===== src/rtl/bp_pkg.sv =====
// Shared branch-predictor types: 2-bit saturating counter state, its step function
// and the table entry layout.
package bp_pkg;

   // Widest tag any table instance may store; narrower tags are zero-extended.
   localparam int BHT_TAG_W = 16;

   typedef enum logic [1:0] {
      SNT = 2'd0,
      WNT = 2'd1,
      WT  = 2'd2,
      ST  = 2'd3
   } bht_cnt_t;

   typedef struct packed {
      logic                 valid;
      logic [BHT_TAG_W-1:0] tag;
      bht_cnt_t             cnt;
   } bht_entry_t;

   function automatic bht_cnt_t bht_next(input bht_cnt_t c, input logic taken);
      bht_cnt_t n;
      n = c;
      case (c)
         SNT:     n = taken ? WNT : SNT;
         WNT:     n = taken ? WT  : SNT;
         WT:      n = taken ? ST  : WNT;
         ST:      n = taken ? ST  : WT;
         default: n = WNT;
      endcase
      return n;
   endfunction

endpackage


===== src/rtl/sat_stat_counter.sv =====
// Saturating event counter with synchronous clear; count visible one cycle after inc.
// No backpressure: holds at all-ones instead of wrapping.
module sat_stat_counter #(
   parameter int W = 16
) (
   input  logic         clk,
   input  logic         rst,
   input  logic         i_clr,
   input  logic         i_inc,
   output logic [W-1:0] o_cnt
);

   logic [W-1:0] r_cnt;

   always_ff @(posedge clk) begin
      if (rst || i_clr) begin
         r_cnt <= '0;
      end else if (i_inc && (r_cnt != '1)) begin
         r_cnt <= r_cnt + 1'b1;
      end
   end

   assign o_cnt = r_cnt;

endmodule


===== src/rtl/branch_history_table.sv =====
// Tagged 2-bit-counter branch predictor with optional gshare indexing and statistics.
// Latency: lookup is combinational, training lands at the clock edge; no backpressure.
module branch_history_table
   import bp_pkg::*;
#(
   parameter int PC_W       = 10,
   parameter int INDEX_BITS = 5,
   parameter int USE_GSHARE = 0,
   parameter int HIST_BITS  = 4,
   parameter int STAT_W     = 16
) (
   input  logic                 clk,
   input  logic                 rst,
   input  logic [PC_W-1:0]      lookup_pc,
   output logic                 prediction,
   output logic                 pred_hit,
   output logic [HIST_BITS-1:0] pred_hist,
   input  logic                 update_en,
   input  logic [PC_W-1:0]      update_pc,
   input  logic [HIST_BITS-1:0] update_hist,
   input  logic                 update_taken,
   input  logic                 update_predicted,
   input  logic                 stat_clr,
   output logic [STAT_W-1:0]    stat_updates,
   output logic [STAT_W-1:0]    stat_mispredicts
);

   localparam int ENTRIES = 1 << INDEX_BITS;

   bht_entry_t             r_tbl [ENTRIES];
   logic [HIST_BITS-1:0]   r_ghr;

   logic [INDEX_BITS-1:0]  w_lk_idx;
   logic [INDEX_BITS-1:0]  w_up_idx;
   logic [BHT_TAG_W-1:0]   w_lk_tag;
   logic [BHT_TAG_W-1:0]   w_up_tag;
   bht_entry_t             w_lk_ent;
   bht_entry_t             w_up_ent;
   logic                   w_lk_hit;
   logic                   w_up_hit;
   logic [HIST_BITS-1:0]   w_ghr_nxt;
   logic                   w_mispredict;

   // gshare folds the zero-extended history into the low PC bits; otherwise plain PC bits.
   function automatic logic [INDEX_BITS-1:0] f_index(input logic [PC_W-1:0]      pc,
                                                     input logic [HIST_BITS-1:0] hist);
      logic [INDEX_BITS-1:0] hx;
      hx = (USE_GSHARE != 0) ? INDEX_BITS'(hist) : '0;
      return pc[INDEX_BITS-1:0] ^ hx;
   endfunction

   assign w_lk_idx = f_index(lookup_pc, r_ghr);
   assign w_up_idx = f_index(update_pc, update_hist);
   assign w_lk_tag = BHT_TAG_W'(lookup_pc[PC_W-1:INDEX_BITS]);
   assign w_up_tag = BHT_TAG_W'(update_pc[PC_W-1:INDEX_BITS]);

   // Lookup sees the pre-update entry when both ports hit the same index.
   assign w_lk_ent = r_tbl[w_lk_idx];
   assign w_up_ent = r_tbl[w_up_idx];
   assign w_lk_hit = w_lk_ent.valid && (w_lk_ent.tag == w_lk_tag);
   assign w_up_hit = w_up_ent.valid && (w_up_ent.tag == w_up_tag);

   assign prediction = w_lk_hit & w_lk_ent.cnt[1];
   assign pred_hit   = w_lk_hit;
   assign pred_hist  = r_ghr;

   // Truncating {ghr, taken} keeps the newest HIST_BITS outcomes, also for HIST_BITS=1.
   assign w_ghr_nxt = HIST_BITS'({r_ghr, update_taken});

   always_ff @(posedge clk) begin
      if (rst) begin
         for (int i = 0; i < ENTRIES; i++) begin
            r_tbl[i] <= '{valid: 1'b0, tag: '0, cnt: WNT};
         end
         r_ghr <= '0;
      end else if (update_en) begin
         if (w_up_hit) begin
            r_tbl[w_up_idx].cnt <= bht_next(w_up_ent.cnt, update_taken);
         end else begin
            r_tbl[w_up_idx] <= '{valid: 1'b1,
                                 tag:   w_up_tag,
                                 cnt:   (update_taken ? WT : WNT)};
         end
         r_ghr <= w_ghr_nxt;
      end
   end

   assign w_mispredict = update_en & (update_taken ^ update_predicted);

   sat_stat_counter #(.W(STAT_W)) u_stat_updates (
      .clk   (clk),
      .rst   (rst),
      .i_clr (stat_clr),
      .i_inc (update_en),
      .o_cnt (stat_updates)
   );

   sat_stat_counter #(.W(STAT_W)) u_stat_mispredicts (
      .clk   (clk),
      .rst   (rst),
      .i_clr (stat_clr),
      .i_inc (w_mispredict),
      .o_cnt (stat_mispredicts)
   );

endmodule

===== config.mk =====
export PLATFORM = sky130hd
export DESIGN_NAME = branch_history_table
export DESIGN_NICKNAME = d
export VERILOG_FILES = /design/src/rtl/bp_pkg.sv /design/src/rtl/sat_stat_counter.sv /design/src/rtl/branch_history_table.sv
export SDC_FILE = /design/constraint.sdc
export NUM_CORES = 1
export LEC_CHECK = 0
export BUFFER_PORTS_ARGS = -buffer_cell sky130_fd_sc_hd__buf_2
export CORE_ASPECT_RATIO = 1.4
export CORE_MARGIN = 1.5
export CORE_UTILIZATION = 45
export DETAILED_ROUTE_END_ITERATION = 10
export PLACE_DENSITY = 0.7
export SLEW_MARGIN = 20
export SYNTH_ARGS = -nofsm -noshare
export SYNTH_HDL_FRONTEND = slang
export SYNTH_SLANG_ARGS = --single-unit
export TNS_END_PERCENT = 30

===== constraint.sdc =====
create_clock -name clk -period 3 [get_ports clk]
set_input_delay 0.15 -clock clk [delete_from_list [all_inputs] [get_ports clk]]
set_output_delay 0.15 -clock clk [all_outputs]
set_load 0.01 [all_outputs]

==> report_table.html, run 1 <==
<table>
<tr><th>Metric</th><th>Value</th></tr>
<tr><th colspan="2">STA</th></tr>
<tr><td>Final critical-path share of the clock period</td><td>106%</td></tr>
<tr><td>Total setup violations reported at the end of the flow</td><td>405</td></tr>
<tr><td>Final Critical Period</td><td>3.18 ns</td></tr>
<tr><td>Setup repair after global routing missed its margin</td><td>true</td></tr>
<tr><td>Measured slew at the worst slew-check pin</td><td>0.909 ns</td></tr>
<tr><td>Worst hold slack</td><td>0.0101 ns</td></tr>
<tr><td>Worst rel slew slack</td><td>39.4%</td></tr>
<tr><td>Final WS setup</td><td>-0.178 ns</td></tr>
<tr><td>Hold violation total from the final report</td><td>0</td></tr>
<tr><td>Max-slew violation count</td><td>0</td></tr>
<tr><td>Post-route clock skew</td><td>0.0211 ns</td></tr>
<tr><td>Maximum clock frequency</td><td>315 MHz</td></tr>
<tr><th colspan="2">Critical path</th></tr>
<tr><td>Worst path arrival time</td><td>3.48 ns</td></tr>
<tr><td>Critical path capture point type</td><td>register</td></tr>
<tr><td>Startpoint types</td><td>register</td></tr>
<tr><td>Required arrival time at the worst endpoint</td><td>3.30 ns</td></tr>
<tr><td>Largest fanout of any net on the critical path</td><td>17</td></tr>
<tr><td>Type of the setup path with the least slack</td><td>register to register</td></tr>
<tr><th colspan="2">Pwr</th></tr>
<tr><td>Comb pwr share</td><td>12.9%</td></tr>
<tr><td>Cell leakage power</td><td>7.20 nW</td></tr>
<tr><td>Internal Pwr Total</td><td>0.00725 W</td></tr>
<tr><td>Worst supply voltage drop on vdd</td><td>420 uV</td></tr>
<tr><td>Switching part of the total</td><td>24.2%</td></tr>
<tr><td>Switch Pwr</td><td>0.00232 W</td></tr>
<tr><td>Total power per unit cell area</td><td>500 nW/um2</td></tr>
<tr><td>Sequential share of power</td><td>48.0%</td></tr>
<tr><td>Proportion of power drawn by the clock network</td><td>39.2%</td></tr>
<tr><th colspan="2">Clock network</th></tr>
<tr><td>Clock tree from TritonCTS</td><td>built</td></tr>
<tr><td>Number of sinks handled by clock tree synthesis</td><td>292</td></tr>
<tr><td>CTS root buf</td><td>sky130_fd_sc_hd__clkbuf_16</td></tr>
<tr><td>Cts bufs inserted</td><td>28</td></tr>
<tr><td>Skew-Pair Late Insertion Delay</td><td>0.57 ns</td></tr>
<tr><td>Buffer levels on the longest clock path</td><td>3</td></tr>
<tr><td>Number of hold buffers added after CTS</td><td>0</td></tr>
<tr><td>Clock-pin slew on the worst setup and hold paths</td><td>0.06 ns</td></tr>
<tr><td>H-tree Lvls</td><td>1</td></tr>
<tr><th colspan="2">Logic synthesis</th></tr>
<tr><td>Share of synthesized area occupied by flip-flops and latches</td><td>53.0%</td></tr>
<tr><td>Biggest area contributors in the synthesized netlist</td><td>sky130_fd_sc_hd__edfxtp_1 (44%), sky130_fd_sc_hd__mux4_2 (13%), sky130_fd_sc_hd__dfxtp_1 (8.9%)</td></tr>
<tr><td>Number of distinct library cell variants in the gate-level netlist after synthesis</td><td>54</td></tr>
<tr><td>Synthesized flop and latch total</td><td>292</td></tr>
<tr><td>Yosys warns</td><td>0</td></tr>
<tr><td>FFs w/ async S/R, synth</td><td>0%</td></tr>
<tr><td>Cell area after synthesis</td><td>15,200 um2</td></tr>
<tr><td>Post-synth top area share</td><td>44.1%</td></tr>
<tr><td>Average cell area after synthesis</td><td>12.1 um2</td></tr>
<tr><td>Most frequently used flop master after synthesis</td><td>sky130_fd_sc_hd__edfxtp_1</td></tr>
<tr><td>Most area-hungry cell type in the Yosys netlist</td><td>sky130_fd_sc_hd__edfxtp_1</td></tr>
<tr><td>Post-Syn Instances</td><td>1,264</td></tr>
<tr><td>Post-Synthesis Net Count</td><td>1,296</td></tr>
<tr><td>EDFF count, synth</td><td>224</td></tr>
<tr><th colspan="2">Global routing</th></tr>
<tr><td>Antenna violations before repair</td><td>1</td></tr>
<tr><td>Gr usage total</td><td>28.0%</td></tr>
<tr><td>Via count of the first global-routing pass</td><td>11,400</td></tr>
<tr><td>Largest net degree at the start of global routing</td><td>134</td></tr>
<tr><td>Grt ovf</td><td>0</td></tr>
<tr><td>First-pass GRT wire length</td><td>71.1 mm</td></tr>
<tr><th colspan="2">Finish</th></tr>
<tr><td>Highest-count cells in the layout ignoring fill and taps</td><td>sky130_fd_sc_hd__edfxtp_1 (224), sky130_fd_sc_hd__nor2_1 (220), sky130_fd_sc_hd__buf_4 (128), sky130_fd_sc_hd__mux2i_1 (96), sky130_fd_sc_hd__mux4_2 (88)</td></tr>
<tr><td>Most common library cell in the layout ignoring fill and taps</td><td>sky130_fd_sc_hd__edfxtp_1</td></tr>
<tr><td>Share of cells above drive strength 1</td><td>33.6%</td></tr>
<tr><td>Core Util, Final</td><td>57.5%</td></tr>
<tr><td>Number of fillers in the final layout</td><td>2,634</td></tr>
<tr><td>Net total in the final layout</td><td>1,458</td></tr>
<tr><td>Area growth, synth to finish</td><td>25.5%</td></tr>
<tr><td>Antenna diode count</td><td>0</td></tr>
<tr><th colspan="2">Route</th></tr>
<tr><td>1st-pass router iterations</td><td>6</td></tr>
<tr><td>Post-route ant nets</td><td>0</td></tr>
<tr><td>DR iter-0 viols</td><td>1,099</td></tr>
<tr><td>Residual DRC</td><td>0</td></tr>
<tr><td>Average wire per cell in the routed design</td><td>26.1 um</td></tr>
<tr><td>Total number of vias</td><td>11,600</td></tr>
<tr><td>Via-per-instance ratio</td><td>6.12</td></tr>
<tr><td>Aggregate routed wire length</td><td>49.4 mm</td></tr>
<tr><th colspan="2">Floorplan</th></tr>
<tr><td>Placeable core region</td><td>33,300 um2</td></tr>
<tr><td>DIE AREA</td><td>35,000 um2</td></tr>
<tr><td>IO Pins</td><td>68</td></tr>
<tr><td>Die width</td><td>159 um</td></tr>
<tr><td>Row cnt</td><td>79</td></tr>
<tr><td>Die span in y</td><td>221 um</td></tr>
<tr><td>Initial cell density of the core</td><td>45.8%</td></tr>
<tr><th colspan="2">Placed design</th></tr>
<tr><td>HPWL after detailed placement</td><td>35.0 mm</td></tr>
<tr><td># port buffers</td><td>63</td></tr>
<tr><td>Final weighted congestion in routability-driven placement</td><td>1.01</td></tr>
<tr><th colspan="2">Flow run</th></tr>
<tr><td>Max-capacitance violation count</td><td>0</td></tr>
<tr><th colspan="2">Run status</th></tr>
<tr><td>Run status</td><td>finished, violations left</td></tr>
<tr><td>Failing checks</td><td>setup timing</td></tr>
<tr><th colspan="2">Hold path</th></tr>
<tr><td>Worst hold path type</td><td>input pin to register</td></tr>
</table>
## state kept, by name, indices dropped and copies added (netlist names)
register,cells
r_tbl,256
pred_hist,4
u_stat_updates.o_cnt,16
u_stat_mispredicts.o_cnt,16
## through the flow
step           power, W  cell area (um2)  TNS, ns  std cells  worst slack [ns]
2_1_floorplan   0.00529            15300        0       1264           0.00280
3_3_place_gp    0.00576            17100  -206.28       1828            -0.586
3_5_place_dp    0.00578            17100  -204.13       1828            -0.593
4_1_cts         0.00957            18800   -23.31       1889            -0.144
5_1_grt         0.00981            19100   -57.25       1893            -0.232
6_report        0.00957            19100   -36.38       1893            -0.178
## worst max-delay path, cell delays in order (launching register included)
cell	delay (ns)
sky130_fd_sc_hd__edfxtp_1	0.43
sky130_fd_sc_hd__mux2i_2	0.27
sky130_fd_sc_hd__o22ai_2	0.12
sky130_fd_sc_hd__or4_4	0.54
sky130_fd_sc_hd__or3_4	0.37
sky130_fd_sc_hd__a211oi_4	0.29
sky130_fd_sc_hd__buf_4	0.16
sky130_fd_sc_hd__a41o_1	0.23
sky130_fd_sc_hd__o311a_4	0.27
sky130_fd_sc_hd__buf_12	0.16
sky130_fd_sc_hd__nor2_1	0.06
## power by group through the flow
| stage | sequential (W) | combinational, W | clock (W) |
|---|---|---|---|
| 2_1_floorplan | 0.00463 | 0.000663 | 0 |
| 3_3_place_gp | 0.00466 | 0.00110 | 0 |
| 3_5_place_dp | 0.00467 | 0.00111 | 0 |
| 4_1_cts | 0.00459 | 0.00119 | 0.00379 |
| 5_1_grt | 0.00460 | 0.00128 | 0.00393 |
| 6_report | 0.00459 | 0.00123 | 0.00375 |
## layout make-up
type	count	area, um2	area share, %
clock buffer	36	781	4.08
clock inverter	16	200	1.05
inverter	34	128	0.667
multi-input combinational	842	7400	38.6
sequential	292	8090	42.3
tap	445	557	2.91
timing repair buffer	228	1990	10.4
## cells by family after synthesis
logic type / after synthesis / share of synthesized area [%]
buffers and inverters: 130 / 3.77
AO/OA/AOI/OAI: 137 / 5.85
AND/OR/NAND/NOR: 474 / 15.2
multiplexers: 194 / 20.0
adder cells (fa/ha/maj): 3 / 0.230
XOR/XNOR: 34 / 1.95
flip-flops: 292 / 53.0
## worst paths after layout
check / startpoint / cells past startpoint / to / slack (ns)
max reg2reg: r_tbl[7][5] / 10 / r_tbl[6][1] / -0.18
min reg2reg: r_tbl[1][7] / 2 / r_tbl[1][7] / 0.46
max: r_tbl[7][5] / 10 / r_tbl[6][1] / -0.18
min: update_taken / 3 / pred_hist[0] / 0.01
## cells in the mapped netlist (5+ instances only)
cell type,n
sky130_fd_sc_hd__edfxtp_1,224
sky130_fd_sc_hd__nor2_1,222
sky130_fd_sc_hd__mux2i_1,103
sky130_fd_sc_hd__mux4_2,88
sky130_fd_sc_hd__dfxtp_1,68
sky130_fd_sc_hd__nand2b_1,64
sky130_fd_sc_hd__clkbuf_1,62
sky130_fd_sc_hd__nand2_1,56
sky130_fd_sc_hd__nand3_1,43
sky130_fd_sc_hd__o22ai_1,43
sky130_fd_sc_hd__o21ai_0,39
sky130_fd_sc_hd__inv_1,34
sky130_fd_sc_hd__o21bai_1,32
sky130_fd_sc_hd__xor2_1,23
sky130_fd_sc_hd__buf_2,16
sky130_fd_sc_hd__nand4_1,13
sky130_fd_sc_hd__xnor2_1,11
sky130_fd_sc_hd__nor2_2,10
sky130_fd_sc_hd__nor3_1,9
sky130_fd_sc_hd__or3_1,8
sky130_fd_sc_hd__or4_1,8
sky130_fd_sc_hd__a21oi_1,6
sky130_fd_sc_hd__a22oi_1,6
sky130_fd_sc_hd__buf_1,6
sky130_fd_sc_hd__buf_4,6
sky130_fd_sc_hd__buf_6,6
sky130_fd_sc_hd__and3_1,5
sky130_fd_sc_hd__nor4_1,5
## metal layers
metal / global-route usage [%] / part of all wire (%) / up-vias
met5: 0 / 0.032 / -
met4: 19.8 / 8.9 / 2
met3: 3.82 / 8.3 / 181
met2: 46.4 / 49 / 674
met1: 33.2 / 34 / 5697
li1: - / - / 5036
## what timing repair did
item | 4_1_cts | 5_1_grt
setup buffers | 5 | 2
pin swaps | 45 | 17
gates resized for setup | 105 | 83
cloned | 4 | 3
endpoints found under the setup margin | 399 | 418
No activity file was read; power rests on OpenSTA's default activity.
==> run 2, diff against run 1 <==
==> constraint.sdc (replaced) <==
create_clock -name clk -period 2.71 [get_ports clk]
set_input_delay 0.1355 -clock clk [delete_from_list [all_inputs] [get_ports clk]]
set_output_delay 0.1355 -clock clk [all_outputs]
set_load 0.01 [all_outputs]
==> run 2 against run 1 <==
The flow still finishes with violations (setup timing). Worst hold slack gained 0.076 ns. Final cell count increased by 2.6%. Critical path depth is 1 higher. Power increased by 12%. Combinational power up 24%. Sequential cell count stayed put. Final area increased by 4.4%. Clock skew is 0.0062 ns higher. Critical endpoint is now r_tbl[1][1]. Largest cell class unchanged. Clock power rose by 10%. Count of clock-buffer cells in the layout is 4 lower. Critical path type unchanged. Highest routed layer unchanged. Non-clock buffer count increased by 46.
==> report_table.html, run 2 (synthesis gave the netlist of run 1 again) <==
<table>
<tr><th>Metric</th><th>Value</th></tr>
<tr><th colspan="2">Run status</th></tr>
<tr><td>Run status</td><td>finished, violations left</td></tr>
<tr><td>Failing checks</td><td>setup timing</td></tr>
<tr><th colspan="2">Global routing</th></tr>
<tr><td>Grt ovf</td><td>0 (unchanged)</td></tr>
<tr><td>Largest net degree at the start of global routing</td><td>72 (-46%)</td></tr>
<tr><td>Antenna violations before repair</td><td>5 (+4)</td></tr>
<tr><td>Via count of the first global-routing pass</td><td>11,800 (+3.6%)</td></tr>
<tr><td>Gr usage total</td><td>29.5% (+1.5 points)</td></tr>
<tr><td>First-pass GRT wire length</td><td>74.6 mm (+4.9%)</td></tr>
<tr><th colspan="2">Finish</th></tr>
<tr><td>Area growth, synth to finish</td><td>31.0%</td></tr>
<tr><td>Net total in the final layout</td><td>1,504 (+3.2%)</td></tr>
<tr><td>Highest-count cells in the layout ignoring fill and taps</td><td>sky130_fd_sc_hd__edfxtp_1 (224), sky130_fd_sc_hd__buf_4 (164), sky130_fd_sc_hd__nor2_1 (142), sky130_fd_sc_hd__mux2i_1 (96), sky130_fd_sc_hd__mux4_2 (88)</td></tr>
<tr><td>Flip-flop count of the largest register, all copies and words added</td><td>256 (unchanged)</td></tr>
<tr><td>Core Util, Final</td><td>60.0% (+2.5 points)</td></tr>
<tr><td>Share of cells above drive strength 1</td><td>40.1% (+6.4 points)</td></tr>
<tr><td>Most common library cell in the layout ignoring fill and taps</td><td>sky130_fd_sc_hd__edfxtp_1</td></tr>
<tr><td>Design Area, Final</td><td>20,000 um2 (+4.4%)</td></tr>
<tr><td>Filler-free cell count of the finished design</td><td>1,942 (+2.6%)</td></tr>
<tr><td>Largest reg by FF count</td><td>r_tbl</td></tr>
<tr><th colspan="2">Pwr</th></tr>
<tr><td>Switch Pwr</td><td>0.00272 W (+17%)</td></tr>
<tr><td>Switching part of the total</td><td>25.3% (+1.1 points)</td></tr>
<tr><td>Pwr Total</td><td>0.0108 W (+12%)</td></tr>
<tr><td>Total power per unit cell area</td><td>538 nW/um2 (+7.7%)</td></tr>
<tr><td>Proportion of power drawn by the clock network</td><td>38.5% (-0.7 points)</td></tr>
<tr><td>Sequential share of power</td><td>47.3% (-0.7 points)</td></tr>
<tr><td>Cell leakage power</td><td>7.39 nW (+2.7%)</td></tr>
<tr><td>Comb pwr share</td><td>14.2% (+1.3 points)</td></tr>
<tr><td>Internal Pwr Total</td><td>0.00804 W (+11%)</td></tr>
<tr><td>Worst supply voltage drop on vdd</td><td>456 uV (+8.6%)</td></tr>
<tr><th colspan="2">Clock network</th></tr>
<tr><td>CTS root buf</td><td>sky130_fd_sc_hd__clkbuf_16</td></tr>
<tr><td>Cts bufs inserted</td><td>28 (unchanged)</td></tr>
<tr><td>Buffer levels on the longest clock path</td><td>3 (unchanged)</td></tr>
<tr><td>Number of sinks handled by clock tree synthesis</td><td>292 (unchanged)</td></tr>
<tr><td>Skew-Pair Late Insertion Delay</td><td>0.59 ns (+0.02 ns)</td></tr>
<tr><td>Clock-pin slew on the worst setup and hold paths</td><td>0.07 ns (about the same)</td></tr>
<tr><td>H-tree Lvls</td><td>1 (unchanged)</td></tr>
<tr><td>Clock tree from TritonCTS</td><td>built</td></tr>
<tr><th colspan="2">Critical path</th></tr>
<tr><td>Critical path cell sequence</td><td>mux2i_1, buf_4, o22ai_2, or4_4, or3_4, a211oi_4, buf_4, a41o_1, o311a_4, buf_12, nor2_1</td></tr>
<tr><td>Kind of cell with the highest combined delay on the critical path</td><td>simple AND/OR/NAND/NOR gates</td></tr>
<tr><td>Peak per-stage delay on the critical path</td><td>0.52 ns (-0.02 ns)</td></tr>
<tr><td>CP max stage cell</td><td>sky130_fd_sc_hd__or4_4</td></tr>
<tr><td>Largest fanout of any net on the critical path</td><td>16 (-1)</td></tr>
<tr><td>Required arrival time at the worst endpoint</td><td>3.02 ns (-0.28 ns)</td></tr>
<tr><td>Most common cell type on the critical path</td><td>sky130_fd_sc_hd__buf_4</td></tr>
<tr><td>Startpoint types</td><td>register</td></tr>
<tr><td>Critical path capture point type</td><td>register</td></tr>
<tr><td>Worst path arrival time</td><td>3.62 ns (+0.14 ns)</td></tr>
<tr><td>Type of the setup path with the least slack</td><td>register to register</td></tr>
<tr><td>Number of buffers and inverters on the critical path</td><td>3 (+1)</td></tr>
<tr><th colspan="2">Route</th></tr>
<tr><td>Total number of vias</td><td>12,000 (+3.2%)</td></tr>
<tr><td>Aggregate routed wire length</td><td>52.1 mm (+5.5%)</td></tr>
<tr><td>1st-pass router iterations</td><td>7 (+1)</td></tr>
<tr><td>DR iter-0 viols</td><td>1,128 (+2.6%)</td></tr>
<tr><td>Via-per-instance ratio</td><td>6.16 (+0.56%)</td></tr>
<tr><td>Residual DRC</td><td>0 (unchanged)</td></tr>
<tr><td>Post-route ant nets</td><td>0 (unchanged)</td></tr>
<tr><td>Average wire per cell in the routed design</td><td>26.8 um (+2.9%)</td></tr>
<tr><th colspan="2">Floorplan</th></tr>
<tr><td>Die width</td><td>159 um (unchanged)</td></tr>
<tr><td>Placeable core region</td><td>33,300 um2 (unchanged)</td></tr>
<tr><td>Initial cell density of the core</td><td>45.8% (unchanged)</td></tr>
<tr><td>Row cnt</td><td>79 (unchanged)</td></tr>
<tr><td>IO Pins</td><td>68 (unchanged)</td></tr>
<tr><td>DIE AREA</td><td>35,000 um2 (unchanged)</td></tr>
<tr><td>Die span in y</td><td>221 um (unchanged)</td></tr>
<tr><th colspan="2">Placed design</th></tr>
<tr><td>HPWL after detailed placement</td><td>36.9 mm (+5.3%)</td></tr>
<tr><td>Post-place instance area</td><td>17,300 um2 (+1.3%)</td></tr>
<tr><td>Inst Count DP</td><td>1,858 (+1.6%)</td></tr>
<tr><td>Final weighted congestion in routability-driven placement</td><td>1.09 (+8.0%)</td></tr>
<tr><td># port buffers</td><td>63 (unchanged)</td></tr>
<tr><th colspan="2">STA</th></tr>
<tr><td>Hold violation total from the final report</td><td>0 (unchanged)</td></tr>
<tr><td>Measured slew at the worst slew-check pin</td><td>0.694 ns (-0.214 ns)</td></tr>
<tr><td>Post-route clock skew</td><td>0.0274 ns (+0.00622 ns)</td></tr>
<tr><td>Final Critical Period</td><td>3.31 ns (+0.131 ns)</td></tr>
<tr><td>Max-slew violation count</td><td>0 (unchanged)</td></tr>
<tr><td>Setup repair after global routing missed its margin</td><td>true</td></tr>
<tr><td>Final critical-path share of the clock period</td><td>122% (+16 points)</td></tr>
<tr><td>Total setup violations reported at the end of the flow</td><td>418 (+3.2%)</td></tr>
<tr><td>Worst rel slew slack</td><td>52.4% (+13 points)</td></tr>
<tr><td>Maximum clock frequency</td><td>302 MHz (-4.0%)</td></tr>
<tr><td>Final WS setup</td><td>-0.599 ns (-0.421 ns)</td></tr>
<tr><th colspan="2">Hold path</th></tr>
<tr><td>Worst hold path type</td><td>input pin to register</td></tr>
<tr><th colspan="2">Flow run</th></tr>
<tr><td>Max-capacitance violation count</td><td>0 (unchanged)</td></tr>
</table>
-- run 2: path summary, 6_finish.rpt --
path,to,slack (ns),startpoint,cells past startpoint
max,r_tbl[1][1],-0.60,r_tbl[25][5],11
min,u_stat_mispredicts.o_cnt[1],0.09,update_predicted,6
max reg2reg,r_tbl[1][1],-0.60,r_tbl[25][5],11
min reg2reg,r_tbl[22][7],0.47,r_tbl[22][7],2
-- run 2: what timing repair did --
action / 4_1_cts / 5_1_grt
gates resized for setup: 118 / 157
hold buffers: 3 / 0
buffers inserted: 15 / 4
pin swaps: 49 / 63
endpoints found under the hold margin: 4 / 0
cloned: 7 / 8
setup endpoints to repair: 418 / 418
-- run 2: metrics by stage --
stage / worst slack, ns / setup TNS [ns] / hold slack (ns)
2_1_floorplan: -0.0424 / -6.71 / 0.283
3_3_place_gp: -0.768 / -256.60 / 0.456
3_5_place_dp: -0.748 / -246.18 / 0.461
4_1_cts: -0.507 / -130.99 / 0.0661
5_1_grt: -0.631 / -187.93 / 0.134
6_report: -0.599 / -154.96 / 0.0857
-- run 2: power groups by stage --
stage | clock (W) | sequential [W] | combinational [W]
finish | 0.00414 | 0.00509 | 0.00152
global route | 0.00434 | 0.00510 | 0.00158
CTS | 0.00419 | 0.00508 | 0.00140
detailed placement | 0 | 0.00518 | 0.00126
global placement | 0 | 0.00517 | 0.00125
floorplan | 0 | 0.00513 | 0.000763
-- run 2: worst register-to-register path: stages, from the launching register on --
cell and delay [ns]:
sky130_fd_sc_hd__edfxtp_1 0.45, sky130_fd_sc_hd__mux2i_1 0.17, sky130_fd_sc_hd__buf_4 0.15, sky130_fd_sc_hd__o22ai_2 0.07, sky130_fd_sc_hd__or4_4 0.52, sky130_fd_sc_hd__or3_4 0.43
sky130_fd_sc_hd__a211oi_4 0.28, sky130_fd_sc_hd__buf_4 0.16, sky130_fd_sc_hd__a41o_1 0.26, sky130_fd_sc_hd__o311a_4 0.30, sky130_fd_sc_hd__buf_12 0.17, sky130_fd_sc_hd__nor2_1 0.07
-- run 2: layout make-up --
type                       count  area [um2]
antenna                        4        10.0
clock buffer                  32         736
clock inverter                19         226
fill                        2600       13300
inverter                      34         128
multi-input combinational    842        7740
sequential                   292        8090
tap                          445         557
timing repair buffer         274        2490
-- run 2: routing by layer --
layer	vias up	global-route usage, %	part of all wire [%]
met2	709	47.4	49
met1	5908	33.8	34
met4	4	24.3	9.5
met5	-	0	0.042
met3	201	5.29	7.7
li1	5135	-	-
==> run 3, diff against run 2 <==
--- a/config.mk
+++ b/config.mk
@@ -10,6 +10,7 @@
 export CORE_MARGIN = 1.5
 export CORE_UTILIZATION = 45
 export DETAILED_ROUTE_END_ITERATION = 10
+export MAX_ROUTING_LAYER = met4
 export PLACE_DENSITY = 0.7
 export SLEW_MARGIN = 20
 export SYNTH_ARGS = -nofsm -noshare
==> run 3 against run 2 <==
The flow still finishes with violations (setup timing). Global-route usage decreased by 0.39 points. Utilization decreased by 3.8 points. Worst hold slack got worse by 0.063 ns. Sequential cell count unchanged. Clock power decreased by 2%. Critical path type unchanged. Critical path depth increased by 1.
==> report_table.html, run 3 (synthesis gave the netlist of run 1 again) <==
<table>
<tr><th>Metric</th><th>Value</th></tr>
<tr><th colspan="2">Route</th></tr>
<tr><td>1st-pass router iterations</td><td>6 (-1)</td></tr>
<tr><td>DR iter-0 viols</td><td>958 (-15%)</td></tr>
<tr><td>Aggregate routed wire length</td><td>50.4 mm (-3.4%)</td></tr>
<tr><td>Via-per-instance ratio</td><td>6.01 (-2.4%)</td></tr>
<tr><td>Post-route ant nets</td><td>0 (unchanged)</td></tr>
<tr><td>Total number of vias</td><td>11,600 (-3.1%)</td></tr>
<tr><td>Residual DRC</td><td>0 (unchanged)</td></tr>
<tr><td>Average wire per cell in the routed design</td><td>26.1 um (-2.6%)</td></tr>
<tr><th colspan="2">Global routing</th></tr>
<tr><td>Gr usage total</td><td>29.1% (-0.39 points)</td></tr>
<tr><td>Largest net degree at the start of global routing</td><td>71 (-1.4%)</td></tr>
<tr><td>Via count of the first global-routing pass</td><td>11,300 (-3.8%)</td></tr>
<tr><td>Grt ovf</td><td>0 (unchanged)</td></tr>
<tr><td>First-pass GRT wire length</td><td>71.4 mm (-4.2%)</td></tr>
<tr><td>Antenna violations before repair</td><td>1 (-4)</td></tr>
<tr><th colspan="2">Hold path</th></tr>
<tr><td>Worst hold path type</td><td>input pin to register</td></tr>
<tr><td>Hold path cells</td><td>3 (-3)</td></tr>
<tr><th colspan="2">Critical path</th></tr>
<tr><td>Startpoint types</td><td>register</td></tr>
<tr><td>Worst setup path end</td><td>r_tbl[27][3]</td></tr>
<tr><td>Type of the setup path with the least slack</td><td>register to register</td></tr>
<tr><td>Critical path capture point type</td><td>register</td></tr>
<tr><td>Endpoint of the most critical register-to-register path</td><td>r_tbl[27][3]</td></tr>
<tr><td>Worst setup path startpoint</td><td>r_tbl[18][5]</td></tr>
<tr><td>Cells on worst reg2reg path</td><td>12 (+1)</td></tr>
<tr><td>Largest fanout of any net on the critical path</td><td>16 (unchanged)</td></tr>
<tr><td>Worst reg2reg startpoint</td><td>r_tbl[18][5]</td></tr>
<tr><td>R2R setup slack</td><td>-0.56 ns (+0.04 ns)</td></tr>
<tr><td>Worst path arrival time</td><td>3.55 ns (-0.07 ns)</td></tr>
<tr><td>Required arrival time at the worst endpoint</td><td>2.99 ns (-0.03 ns)</td></tr>
<tr><th colspan="2">Placed design</th></tr>
<tr><td># port buffers</td><td>63 (unchanged)</td></tr>
<tr><td>Final weighted congestion in routability-driven placement</td><td>1.02 (-6.1%)</td></tr>
<tr><td>HPWL after detailed placement</td><td>37.4 mm (+1.4%)</td></tr>
<tr><td>Post-place instance area</td><td>17,300 um2 (about the same)</td></tr>
<tr><th colspan="2">STA</th></tr>
<tr><td>Maximum clock frequency</td><td>306 MHz (+1.1%)</td></tr>
<tr><td>Hold violation total from the final report</td><td>0 (unchanged)</td></tr>
<tr><td>Total setup violations reported at the end of the flow</td><td>418 (unchanged)</td></tr>
<tr><td>Post-route clock skew</td><td>0.0151 ns (-0.0122 ns)</td></tr>
<tr><td>Final critical-path share of the clock period</td><td>121% (-1.4 points)</td></tr>
<tr><td>Worst hold slack</td><td>0.0226 ns (-0.0631 ns)</td></tr>
<tr><td>Worst rel slew slack</td><td>50.8% (-1.6 points)</td></tr>
<tr><td>Max-slew violation count</td><td>0 (unchanged)</td></tr>
<tr><td>Final WS setup</td><td>-0.562 ns (+0.0371 ns)</td></tr>
<tr><td>Setup repair after global routing missed its margin</td><td>true</td></tr>
<tr><td>Measured slew at the worst slew-check pin</td><td>0.736 ns (+0.0420 ns)</td></tr>
<tr><td>Final Critical Period</td><td>3.27 ns (-0.0371 ns)</td></tr>
<tr><th colspan="2">Clock network</th></tr>
<tr><td>CTS root buf</td><td>sky130_fd_sc_hd__clkbuf_16</td></tr>
<tr><td>H-tree Lvls</td><td>1 (unchanged)</td></tr>
<tr><td>Cts bufs inserted</td><td>27 (-3.6%)</td></tr>
<tr><td>Skew-Pair Late Insertion Delay</td><td>0.55 ns (-0.04 ns)</td></tr>
<tr><td>Buffer levels on the longest clock path</td><td>3 (unchanged)</td></tr>
<tr><td>Clock-pin slew on the worst setup and hold paths</td><td>0.06 ns (about the same)</td></tr>
<tr><td>Number of sinks handled by clock tree synthesis</td><td>292 (unchanged)</td></tr>
<tr><td>Clock tree from TritonCTS</td><td>built</td></tr>
<tr><th colspan="2">Finish</th></tr>
<tr><td>Net total in the final layout</td><td>1,494 (-0.66%)</td></tr>
<tr><td>Flip-flop count of the largest register, all copies and words added</td><td>256 (unchanged)</td></tr>
<tr><td>Number of fillers in the final layout</td><td>2,719 (+4.6%)</td></tr>
<tr><td>Design Area, Final</td><td>18,700 um2 (-6.3%)</td></tr>
<tr><td>Multi-input gate area</td><td>6800 um2 (-12%)</td></tr>
<tr><td>Highest-count cells in the layout ignoring fill and taps</td><td>sky130_fd_sc_hd__edfxtp_1 (224), sky130_fd_sc_hd__nor2_1 (203), sky130_fd_sc_hd__buf_4 (175), sky130_fd_sc_hd__mux2i_1 (100), sky130_fd_sc_hd__mux4_2 (88)</td></tr>
<tr><td>Most common library cell in the layout ignoring fill and taps</td><td>sky130_fd_sc_hd__edfxtp_1</td></tr>
<tr><td>Area growth, synth to finish</td><td>22.7%</td></tr>
<tr><td>Share of cells above drive strength 1</td><td>30.7% (-9.4 points)</td></tr>
<tr><td>Antenna diode count</td><td>0 (-4)</td></tr>
<tr><td>Largest reg by FF count</td><td>r_tbl</td></tr>
<tr><td>Storage element area</td><td>8090 um2 (unchanged)</td></tr>
<tr><th colspan="2">Floorplan</th></tr>
<tr><td>Row cnt</td><td>79 (unchanged)</td></tr>
<tr><td>DIE AREA</td><td>35,000 um2 (unchanged)</td></tr>
<tr><td>Die span in y</td><td>221 um (unchanged)</td></tr>
<tr><td>Initial cell density of the core</td><td>45.8% (unchanged)</td></tr>
<tr><td>IO Pins</td><td>68 (unchanged)</td></tr>
<tr><td>Die width</td><td>159 um (unchanged)</td></tr>
<tr><td>Placeable core region</td><td>33,300 um2 (unchanged)</td></tr>
<tr><th colspan="2">Pwr</th></tr>
<tr><td>Cell leakage power</td><td>7.13 nW (-3.6%)</td></tr>
<tr><td>Total power per unit cell area</td><td>563 nW/um2 (+4.6%)</td></tr>
<tr><td>Pwr Total</td><td>0.0105 W (-2.0%)</td></tr>
<tr><td>Worst supply voltage drop on vdd</td><td>538 uV (+18%)</td></tr>
<tr><th colspan="2">Run status</th></tr>
<tr><td>Run status</td><td>finished, violations left</td></tr>
<tr><td>Failing checks</td><td>setup timing</td></tr>
<tr><th colspan="2">Flow run</th></tr>
<tr><td>Max-capacitance violation count</td><td>0 (unchanged)</td></tr>
</table>
==> run 3: critical path, stage by stage (launching register included) <==
cell and delay, ns:
sky130_fd_sc_hd__edfxtp_1 0.42, sky130_fd_sc_hd__mux2i_1 0.22, sky130_fd_sc_hd__buf_4 0.16, sky130_fd_sc_hd__o22ai_2 0.07
sky130_fd_sc_hd__or4_1 0.52, sky130_fd_sc_hd__or3_4 0.44, sky130_fd_sc_hd__a211oi_4 0.32, sky130_fd_sc_hd__nand4_4 0.14
sky130_fd_sc_hd__buf_4 0.21, sky130_fd_sc_hd__buf_4 0.15, sky130_fd_sc_hd__nand2_4 0.09, sky130_fd_sc_hd__buf_12 0.19
sky130_fd_sc_hd__nor2_1 0.08
==> run 3: routing by layer <==
metal / GRT usage (%) / part of all wire (%)
met4: 16.5 / 7.6
met3: 2.96 / 6.5
met1: 33.4 / 35
met2: 49.0 / 51
met5: - / 0
==> run 3: where the power goes <==
part | internal (W) | switching [W] | total, W
Combinational | 0.000634 | 0.000759 | 0.00139
Clock | 0.00240 | 0.00166 | 0.00406
Sequential | 0.00498 | 0.000101 | 0.00509
Total | 0.00802 | 0.00253 | 0.0105
==> run 3: how the worst min path moves through the flow <==
| stage | start | end | slack (ns) |
|---|---|---|---|
| floorplan | update_taken | pred_hist[0] | 0.28 |
| global placement | r_tbl[22][7] | r_tbl[22][7] | 0.46 |
| detailed placement | r_tbl[18][7] | r_tbl[18][7] | 0.46 |
| CTS | update_en | pred_hist[2] | 0.01 |
| global route | update_en | pred_hist[2] | 0.06 |
| finish | update_en | pred_hist[2] | 0.02 |
==> run 3: stage by stage <==
step / utilization (%) / TNS, ns / setup slack, ns / instances
after detailed placement: 51.9 / -248.52 / -0.698 / 1862
after CTS: 55.0 / -158.77 / -0.496 / 1914
after global routing: 56.2 / -196.50 / -0.612 / 1927
after floorplan: - / -6.71 / -0.0424 / 1264
after global placement: 51.9 / -256.92 / -0.751 / 1862
final: 56.2 / -165.94 / -0.562 / 1927
==> run 3: area by class of cell <==
class                           count  share of cell area [%]
Clock buffer                       34                    3.92
Clock inverter                     15                    1.11
Inverter                           34                   0.682
Multi-Input combinational cell    842                    36.3
Sequential cell                   292                    43.2
Tap cell                          445                    2.98
Timing Repair Buffer              265                    11.8
==> run 3: timing repair <==
action	4_1_cts	5_1_grt
cloned	0	9
pin swaps	9	21
endpoints found under the hold margin	1	0
buffers inserted	2	4
hold buffers	1	0
gates resized for setup	12	34
endpoints found under the setup margin	418	418
